==> src/rtl/eaglesong_sponge_absorb_if.sv <==
// Bus bundle for the Eaglesong sponge front-end: message stream in,
// permutation engine handshake, digest stream out.
interface eaglesong_sponge_absorb_if;
  logic [31:0]       msg_data;
  logic              msg_valid;
  logic              msg_last;
  logic [1:0]        msg_bytes;
  logic              msg_empty;
  logic              msg_ready;
  logic [15:0][31:0] perm_state_in;
  logic              perm_start;
  logic [15:0][31:0] perm_state_out;
  logic              perm_done;
  logic [7:0][31:0]  digest;
  logic              digest_valid;
  logic              digest_ready;

  modport slave (
    input  msg_data, msg_valid, msg_last, msg_bytes, msg_empty,
    output msg_ready,
    output perm_state_in, perm_start,
    input  perm_state_out, perm_done,
    output digest, digest_valid,
    input  digest_ready
  );

  modport master (
    output msg_data, msg_valid, msg_last, msg_bytes, msg_empty,
    input  msg_ready,
    input  perm_state_in, perm_start,
    output perm_state_out, perm_done,
    input  digest, digest_valid,
    output digest_ready
  );
endinterface

==> src/rtl/eaglesong_sponge_absorb.sv <==
// Eaglesong sponge absorb: packs 32-bit words into rate blocks, pads, drives the
// permutation engine and presents the digest. EAGLESONG_SPONGE_CYCLE_COUNT_EN adds hash_cycles.
//
// state  | meaning
// IDLE   | clear sponge state and word index
// ABSORB | accept message words into the block buffer
// PAD    | zero unwritten words, set final rate bit, build overflow delimiter block
// LAUNCH | XOR block into state, pulse perm_start
// WAIT   | wait for perm_done (first cycle ignored)
// OUT    | hold digest until digest_ready
module eaglesong_sponge_absorb #(
  parameter logic [7:0] DELIM      = 8'h06,
  parameter int         RATE_WORDS = 8
) (
  input  logic clk,
  input  logic rst,
  eaglesong_sponge_absorb_if.slave bus
`ifdef EAGLESONG_SPONGE_CYCLE_COUNT_EN
  ,
  output logic [31:0] hash_cycles
`endif
);

  localparam int          IDX_W      = $clog2(RATE_WORDS);
  localparam logic [31:0] DELIM_WORD = {DELIM, 24'h000000};

  typedef enum logic [2:0] {
    S_IDLE, S_ABSORB, S_PAD, S_LAUNCH, S_WAIT, S_OUT
  } fsm_t;

  fsm_t                        fsm_q, fsm_d;
  logic [15:0][31:0]           state_q;
  logic [RATE_WORDS-1:0][31:0] blk_q, pad_blk;
  logic [RATE_WORDS-1:0]       wr_mask_q, pad_mask;
  logic [IDX_W-1:0]            idx_q, idx_nxt;
  logic                        final_q, pending_pad_q, wait_first_q;
  logic [7:0][31:0]            digest_q;
  logic                        hs, last_idx, perm_ok;
  logic [31:0]                 tail_word;

  assign hs       = bus.msg_valid && bus.msg_ready;
  assign idx_nxt  = idx_q + 1'b1;
  assign last_idx = (idx_q == IDX_W'(RATE_WORDS - 1));
  assign perm_ok  = (fsm_q == S_WAIT) && !wait_first_q && bus.perm_done;

  // Partial final word: keep the valid leading bytes, delimiter follows them.
  always_comb begin
    case (bus.msg_bytes)
      2'd1:    tail_word = {bus.msg_data[31:24], DELIM, 16'h0000};
      2'd2:    tail_word = {bus.msg_data[31:16], DELIM, 8'h00};
      2'd3:    tail_word = {bus.msg_data[31:8], DELIM};
      default: tail_word = bus.msg_data;
    endcase
  end

  always_comb begin
    pad_blk  = blk_q;
    pad_mask = wr_mask_q;
    if (pending_pad_q) begin
      pad_blk[0]  = DELIM_WORD;
      pad_mask[0] = 1'b1;
    end
    for (int i = 0; i < RATE_WORDS; i++) begin
      if (!pad_mask[i]) pad_blk[i] = '0;
    end
    pad_blk[RATE_WORDS-1] = pad_blk[RATE_WORDS-1] ^ 32'h0000_0080;
  end

  always_ff @(posedge clk) begin
    if (rst) fsm_q <= S_IDLE;
    else     fsm_q <= fsm_d;
  end

  always_comb begin
    fsm_d = fsm_q;
    case (fsm_q)
      S_IDLE:   fsm_d = S_ABSORB;
      S_ABSORB: begin
        if (hs) begin
          if (bus.msg_empty || (bus.msg_last && bus.msg_bytes != 2'd0)) fsm_d = S_PAD;
          else if (last_idx)                                           fsm_d = S_LAUNCH;
          else if (bus.msg_last)                                       fsm_d = S_PAD;
        end
      end
      S_PAD:    fsm_d = S_LAUNCH;
      S_LAUNCH: fsm_d = S_WAIT;
      S_WAIT: begin
        if (perm_ok) begin
          if (pending_pad_q) fsm_d = S_PAD;
          else if (final_q)  fsm_d = S_OUT;
          else               fsm_d = S_ABSORB;
        end
      end
      S_OUT:    if (bus.digest_ready) fsm_d = S_IDLE;
      default:  fsm_d = S_IDLE;
    endcase
  end

  always_comb begin
    bus.msg_ready     = (fsm_q == S_ABSORB);
    bus.perm_start    = (fsm_q == S_LAUNCH);
    bus.digest_valid  = (fsm_q == S_OUT);
    bus.perm_state_in = {state_q[15:RATE_WORDS], state_q[RATE_WORDS-1:0] ^ blk_q};
    bus.digest        = digest_q;
  end

  always_ff @(posedge clk) begin
    if (rst) begin
      state_q       <= '0;
      blk_q         <= '0;
      wr_mask_q     <= '0;
      idx_q         <= '0;
      final_q       <= 1'b0;
      pending_pad_q <= 1'b0;
      wait_first_q  <= 1'b0;
      digest_q      <= '0;
    end else begin
      case (fsm_q)
        S_IDLE: begin
          state_q       <= '0;
          blk_q         <= '0;
          wr_mask_q     <= '0;
          idx_q         <= '0;
          final_q       <= 1'b0;
          pending_pad_q <= 1'b0;
        end
        S_ABSORB: begin
          if (hs) begin
            wr_mask_q[idx_q] <= 1'b1;
            if (bus.msg_empty) begin
              blk_q[idx_q] <= DELIM_WORD;
              final_q      <= 1'b1;
            end else if (bus.msg_last && bus.msg_bytes != 2'd0) begin
              blk_q[idx_q] <= tail_word;
              final_q      <= 1'b1;
            end else begin
              blk_q[idx_q] <= bus.msg_data;
              idx_q        <= idx_nxt;
              if (bus.msg_last) begin
                final_q <= 1'b1;
                // Full final word: the delimiter spills into the next word or block.
                if (last_idx) begin
                  pending_pad_q <= 1'b1;
                end else begin
                  blk_q[idx_nxt]     <= DELIM_WORD;
                  wr_mask_q[idx_nxt] <= 1'b1;
                end
              end
            end
          end
        end
        S_PAD: begin
          blk_q         <= pad_blk;
          pending_pad_q <= 1'b0;
        end
        S_LAUNCH: wait_first_q <= 1'b1;
        S_WAIT: begin
          wait_first_q <= 1'b0;
          if (perm_ok) begin
            state_q   <= bus.perm_state_out;
            blk_q     <= '0;
            wr_mask_q <= '0;
            if (final_q && !pending_pad_q) digest_q <= bus.perm_state_out[7:0];
          end
        end
        default: ;
      endcase
    end
  end

`ifdef EAGLESONG_SPONGE_CYCLE_COUNT_EN
  logic [31:0] cyc_cnt_q;
  logic        cyc_run_q;

  always_ff @(posedge clk) begin
    if (rst) begin
      cyc_cnt_q   <= '0;
      cyc_run_q   <= 1'b0;
      hash_cycles <= '0;
    end else begin
      if (fsm_q == S_IDLE) begin
        cyc_cnt_q <= '0;
        cyc_run_q <= 1'b0;
      end else if (hs && !cyc_run_q) begin
        cyc_cnt_q <= '0;
        cyc_run_q <= 1'b1;
      end else if (cyc_run_q && cyc_cnt_q != 32'hFFFF_FFFF) begin
        cyc_cnt_q <= cyc_cnt_q + 32'd1;
      end
      if (perm_ok && fsm_d == S_OUT) begin
        hash_cycles <= (cyc_cnt_q == 32'hFFFF_FFFF) ? cyc_cnt_q : cyc_cnt_q + 32'd1;
        cyc_run_q   <= 1'b0;
      end
    end
  end
`endif

endmodule

==> src/flat_wrapper.sv <==
// flat-port wrapper written by rule: the top's interface ports become plain ports
module eaglesong_sponge_absorb_flat 
#(
  parameter logic [7:0] DELIM      = 8'h06,
  parameter int         RATE_WORDS = 8
)
  (clk, rst, bus_msg_data, bus_msg_valid, bus_msg_last, bus_msg_bytes, bus_msg_empty, bus_msg_ready, bus_perm_state_in, bus_perm_start, bus_perm_state_out, bus_perm_done, bus_digest, bus_digest_valid, bus_digest_ready);
  eaglesong_sponge_absorb_if bus_i ();
  input  logic clk;
  input  logic rst;
  input wire logic [$bits(bus_i.msg_data)-1:0] bus_msg_data;
  input wire logic [$bits(bus_i.msg_valid)-1:0] bus_msg_valid;
  input wire logic [$bits(bus_i.msg_last)-1:0] bus_msg_last;
  input wire logic [$bits(bus_i.msg_bytes)-1:0] bus_msg_bytes;
  input wire logic [$bits(bus_i.msg_empty)-1:0] bus_msg_empty;
  output wire logic [$bits(bus_i.msg_ready)-1:0] bus_msg_ready;
  output wire logic [$bits(bus_i.perm_state_in)-1:0] bus_perm_state_in;
  output wire logic [$bits(bus_i.perm_start)-1:0] bus_perm_start;
  input wire logic [$bits(bus_i.perm_state_out)-1:0] bus_perm_state_out;
  input wire logic [$bits(bus_i.perm_done)-1:0] bus_perm_done;
  output wire logic [$bits(bus_i.digest)-1:0] bus_digest;
  output wire logic [$bits(bus_i.digest_valid)-1:0] bus_digest_valid;
  input wire logic [$bits(bus_i.digest_ready)-1:0] bus_digest_ready;
  assign bus_i.msg_data = bus_msg_data;
  assign bus_i.msg_valid = bus_msg_valid;
  assign bus_i.msg_last = bus_msg_last;
  assign bus_i.msg_bytes = bus_msg_bytes;
  assign bus_i.msg_empty = bus_msg_empty;
  assign bus_msg_ready = bus_i.msg_ready;
  assign bus_perm_state_in = bus_i.perm_state_in;
  assign bus_perm_start = bus_i.perm_start;
  assign bus_i.perm_state_out = bus_perm_state_out;
  assign bus_i.perm_done = bus_perm_done;
  assign bus_digest = bus_i.digest;
  assign bus_digest_valid = bus_i.digest_valid;
  assign bus_i.digest_ready = bus_digest_ready;
  eaglesong_sponge_absorb #(.DELIM(DELIM), .RATE_WORDS(RATE_WORDS)) u_core (.clk(clk), .rst(rst), .bus(bus_i));
endmodule
==> config.mk <==
export PLATFORM = sky130hd
export DESIGN_NAME = eaglesong_sponge_absorb_flat
export DESIGN_NICKNAME = d
export VERILOG_FILES = /design/src/rtl/eaglesong_sponge_absorb_if.sv /design/src/rtl/eaglesong_sponge_absorb.sv /design/src/flat_wrapper.sv
export SDC_FILE = /design/constraint.sdc
export NUM_CORES = 2
export LEC_CHECK = 0
export BUFFER_PORTS_ARGS = -buffer_cell sky130_fd_sc_hd__buf_2
export CAP_MARGIN = 25
export CORE_AREA = 5 5 518 520
export DETAILED_ROUTE_END_ITERATION = 8
export DIE_AREA = 0 0 523 525
export SYNTH_ARGS = -nofsm -noshare
export SYNTH_HDL_FRONTEND = slang
export SYNTH_SLANG_ARGS = --single-unit
export TNS_END_PERCENT = 30
==> constraint.sdc <==
create_clock -name clk -period 2.2 [get_ports clk]
set_input_delay 0.22 -clock clk [delete_from_list [all_inputs] [get_ports clk]]
set_output_delay 0.22 -clock clk [all_outputs]
set_load 0.05 [all_outputs]
==> results.py <==
metrics = {
    "worst_setup_path": {
        "arrival_ns": 2.80,
        "end_kind": "flip-flop",
        "worst_setup_path_start_kind": "flip-flop",
        "ff2ff_path_depth": 8,
        "crit_fanout": 49,
        "cp.required_ns": 2.90,
        "critPathKind": "reg -> reg",
    },
    "detailed_routing": {
        "via_count": 40580,
        "wire_per_inst_um": 26.7,
        "wl_met3_um": 25700,
        "drtAntennaViolNets": 0,
        "highest_layer": "met5",
        "dr.pass1.iters": 5,
        "vias_per_cell": 4.08,
        "drtIter0Drc": 3048,
        "wl_met1_um": 98600,
        "dr_wl_met2_um": 126000,
        "drt_wl_total_um": 265000,
        "drc": 0,
    },
    "timing": {
        "setup_viol": 0,
        "period_needed_ns": 2.10,
        "fmaxAchievable_mhz": 476,
        "worst_slew_pin_slew_ns": 0.839,
        "hold_ws_ns": 0.0904,
        "min_period_over_period_pct": 95.4,
        "finClkSkew_ns": 0.0588,
        "hold_viol": 0,
        "rsz0062_at_grt": "no",
        "slew_viol_final": 0,
        "maxSlewHeadroom_pct": 43.9,
    },
    "floorplan": {
        "core_mm2": 0.264,
        "die-area_mm2": 0.275,
        "die_w_um": 523,
        "die_h_um": 525,
        "rows": 189,
        "start_util_pct": 15.4,
        "io_pins": 1324,
    },
    "grt": {
        "grt_max_degree": 116,
        "grt_pass1_wl_um": 345000,
        "grtUsageTotal_pct": 18.3,
        "gr-total-overflow": 0,
        "antenna_found_initial": 177,
        "first_global_vias": 38952,
    },
    "power": {
        "ir_drop_v": 0.000615,
        "switching_share_pct": 31.7,
        "pwr_density_cell_mw_per_mm2": 859,
        "p_sw_mw": 16.8,
        "p_comb_share_pct": 20.3,
        "internal_power_mw": 36.1,
        "p_leak_nw": 26.5,
        "seqPwrFrac_pct": 36.7,
        "pwr-share-clk_pct": 43.0,
        "power_mw": 52.9,
    },
    "synth": {
        "yosysWarningCount": 0,
        "ys_types": 68,
        "synth_cells": 4623,
        "synth_ff_type": "dfxtp_1",
        "synth_edf_count": 0,
        "netlist_area_mm2": 0.0406,
        "syn_nets": 5178,
        "async_flop_share_pct": 0,
        "ys_ff_latch": 1041,
        "avgSynthCellArea_um2": 8.79,
        "yosysSeqAreaShare_pct": 51.3,
    },
    "placed_design": {
        "place.gp.congestion": 0.898,
        "hpwl_um": 209000,
        "portBuffers": 1323,
    },
    "cells_and_area": {
        "syn2layout_area_growth_pct": 51.5,
        "fill_cells": 28657,
        "final_layout_size_suffix_gt1_share_pct": 29.7,
        "multi_input_area_mm2": 0.0166,
        "regArea_mm2": 0.0209,
        "finalNetCount": 6794,
    },
    "clocking": {
        "clk_latency_ns": 0.78,
        "root_buffer": "clkbuf_16",
        "cts-htree-levels": 4,
        "cts_buffers": 140,
        "cts_sinks": 1041,
        "cts_tree": "yes",
        "path_clk_slew_ns": 0.06,
        "cts_max_path_buffers": 4,
    },
    "job": {
        "max-cap-violations": 0,
    },
    "hold_path": {
        "holdCritPathClass": "in -> reg",
        "holdPathStages": 6,
    },
    "status": {
        "status": "completed",
    },
}
[through the flow]
step | std cells | area, µm² | util (%) | setup TNS, ns | setup WS (ns)
3_3_place_gp | 9078 | 51200 | 19.4 | -6.58 | -0.243
3_5_place_dp | 9078 | 51200 | 19.4 | -4.93 | -0.214
6_report | 9937 | 61600 | 23.3 | 0 | 0.101
2_1_floorplan | 4623 | 40600 | - | -0.735 | -0.0402
5_1_grt | 9901 | 61500 | 23.3 | 0 | 0.00320
4_1_cts | 9866 | 61300 | 23.2 | -0.00323 | -0.00323
[cells in the final DEF (no fill, tap or decap), types with 14 or more instances in the layout]
| cell type | count |
|---|---|
| a21oi_1 | 434 |
| a22o_1 | 36 |
| a22oi_1 | 512 |
| a32o_1 | 20 |
| buf_12 | 89 |
| buf_2 | 1317 |
| buf_4 | 130 |
| clkbuf_1 | 19 |
| clkbuf_16 | 143 |
| clkbuf_8 | 20 |
| clkinv_2 | 25 |
| dfxtp_1 | 1021 |
| dfxtp_2 | 20 |
| diode_2 | 66 |
| dlygate4sd3_1 | 546 |
| inv_1 | 14 |
| mux2i_1 | 21 |
| nand2_1 | 785 |
| nand3_1 | 44 |
| nor2_1 | 570 |
| o21ai_0 | 54 |
| o2bb2ai_1 | 35 |
| xor2_1 | 256 |
[synthesized netlist by cell type, types with 4 or more instances]
library cell / instances / area share (%)
a21oi_1: 440 / 5.4
nor2_1: 575 / 5.3
buf_2: 64 / 0.79
clkbuf_2: 7 / 0.086
nor3_1: 8 / 0.099
nand3_1: 44 / 0.54
and3_1: 8 / 0.12
dfxtp_1: 1041 / 51
a21o_1: 4 / 0.074
a211oi_1: 5 / 0.092
o21bai_1: 7 / 0.13
xor2_1: 257 / 5.5
o32ai_1: 4 / 0.086
o2bb2ai_1: 35 / 0.75
a21boi_2: 7 / 0.19
nand3b_1: 4 / 0.074
nor2b_1: 9 / 0.14
buf_4: 268 / 5.0
o21ai_0: 55 / 0.68
clkbuf_1: 258 / 2.4
nand2b_1: 11 / 0.17
buf_1: 16 / 0.15
nand2_1: 790 / 7.3
a22o_1: 36 / 0.78
a31oi_1: 13 / 0.20
mux2i_1: 21 / 0.52
or3_1: 5 / 0.077
a22oi_1: 512 / 9.5
a32o_1: 20 / 0.49
inv_1: 14 / 0.13
a21oi_2: 8 / 0.17
o21ai_2: 6 / 0.13
a31oi_2: 5 / 0.15
and2_1: 8 / 0.12
[repair_timing]
action,in CTS,in global routing
pin swaps,1,4
cloned,0,1
setup buffers,1,4
hold buffers,546,0
setup endpoints to repair,107,147
endpoints found under the hold margin,886,0
gates resized for setup,38,11
[registers in the layout, summed over array words and instances (netlist names)]
register / cells
u_core.blk_q: 256
u_core.bus.digest: 256
u_core.bus.perm_state_in: 256
u_core.state_q: 256
u_core.wr_mask_q: 8
u_core.fsm_q: 3
u_core.idx_q: 3
u_core.final_q: 1
u_core.pending_pad_q: 1
u_core.wait_first_q: 1
[metal layers]
layer | global-route usage (%) | up-vias
met5 | 0 | -
met4 | 8.33 | 42
met2 | 31.4 | 2003
met1 | 19.8 | 19161
met3 | 6.89 | 572
li1 | - | 18802
[kinds of logic after synthesis]
kind of cell    Yosys count  synth area share (%)
xor+xnor                258                  5.56
simple gates           1498                  14.9
fa+ha+maj                 2                0.0616
mux                      21                 0.517
buf+inv                 631                  8.58
compound gates         1172                  19.1
flops                  1041                  51.3
[worst max-delay path, stage by stage (launching register included)]
cell and delay, ns:
dfxtp_1 0.36, buf_6 0.12, buf_4 0.15, buf_4 0.19, and3_4 0.32, buf_12 0.21
buf_12 0.29, a22oi_1 0.15, nor2_1 0.14
[power by group through the flow]
stage	sequential (mW)	clock, mW	combinational, mW
final	19.4	22.8	10.7
after detailed placement	19.8	0	9.60
after global placement	19.8	0	9.60
after floorplan	19.7	0	4.88
after global routing	19.4	24.2	11.3
after CTS	19.4	23.5	10.7
[path summary, 6_finish.rpt]
check | from | end | slack, ns
setup / recovery | u_core.fsm_q[2]$_SDFFE_PP0P_ | u_core.bus.perm_state_in[414]$_SDFFE_PP0P_ | 0.10
setup reg to reg | u_core.fsm_q[2]$_SDFFE_PP0P_ | u_core.bus.perm_state_in[414]$_SDFFE_PP0P_ | 0.10
hold reg to reg | u_core.bus.digest[13]$_SDFFE_PP0P_ | u_core.bus.digest[13]$_SDFFE_PP0P_ | 0.45
hold / removal | bus_msg_data[18] | u_core.blk_q[210]$_SDFFE_PP0P_ | 0.09
[area by class of cell]
| cell class | instances | share of cell area, % |
|---|---|---|
| repair buffers | 2090 | 24.3 |
| multi-input cells | 2951 | 27.0 |
| flip-flops and latches | 1041 | 33.9 |
| diodes | 66 | 0.268 |
| inverters | 15 | 0.0996 |
| clock inverters | 60 | 0.937 |
| clock buffers | 181 | 6.34 |
| well taps | 3533 | 7.18 |
No activity file was read; power rests on OpenSTA's default activity.
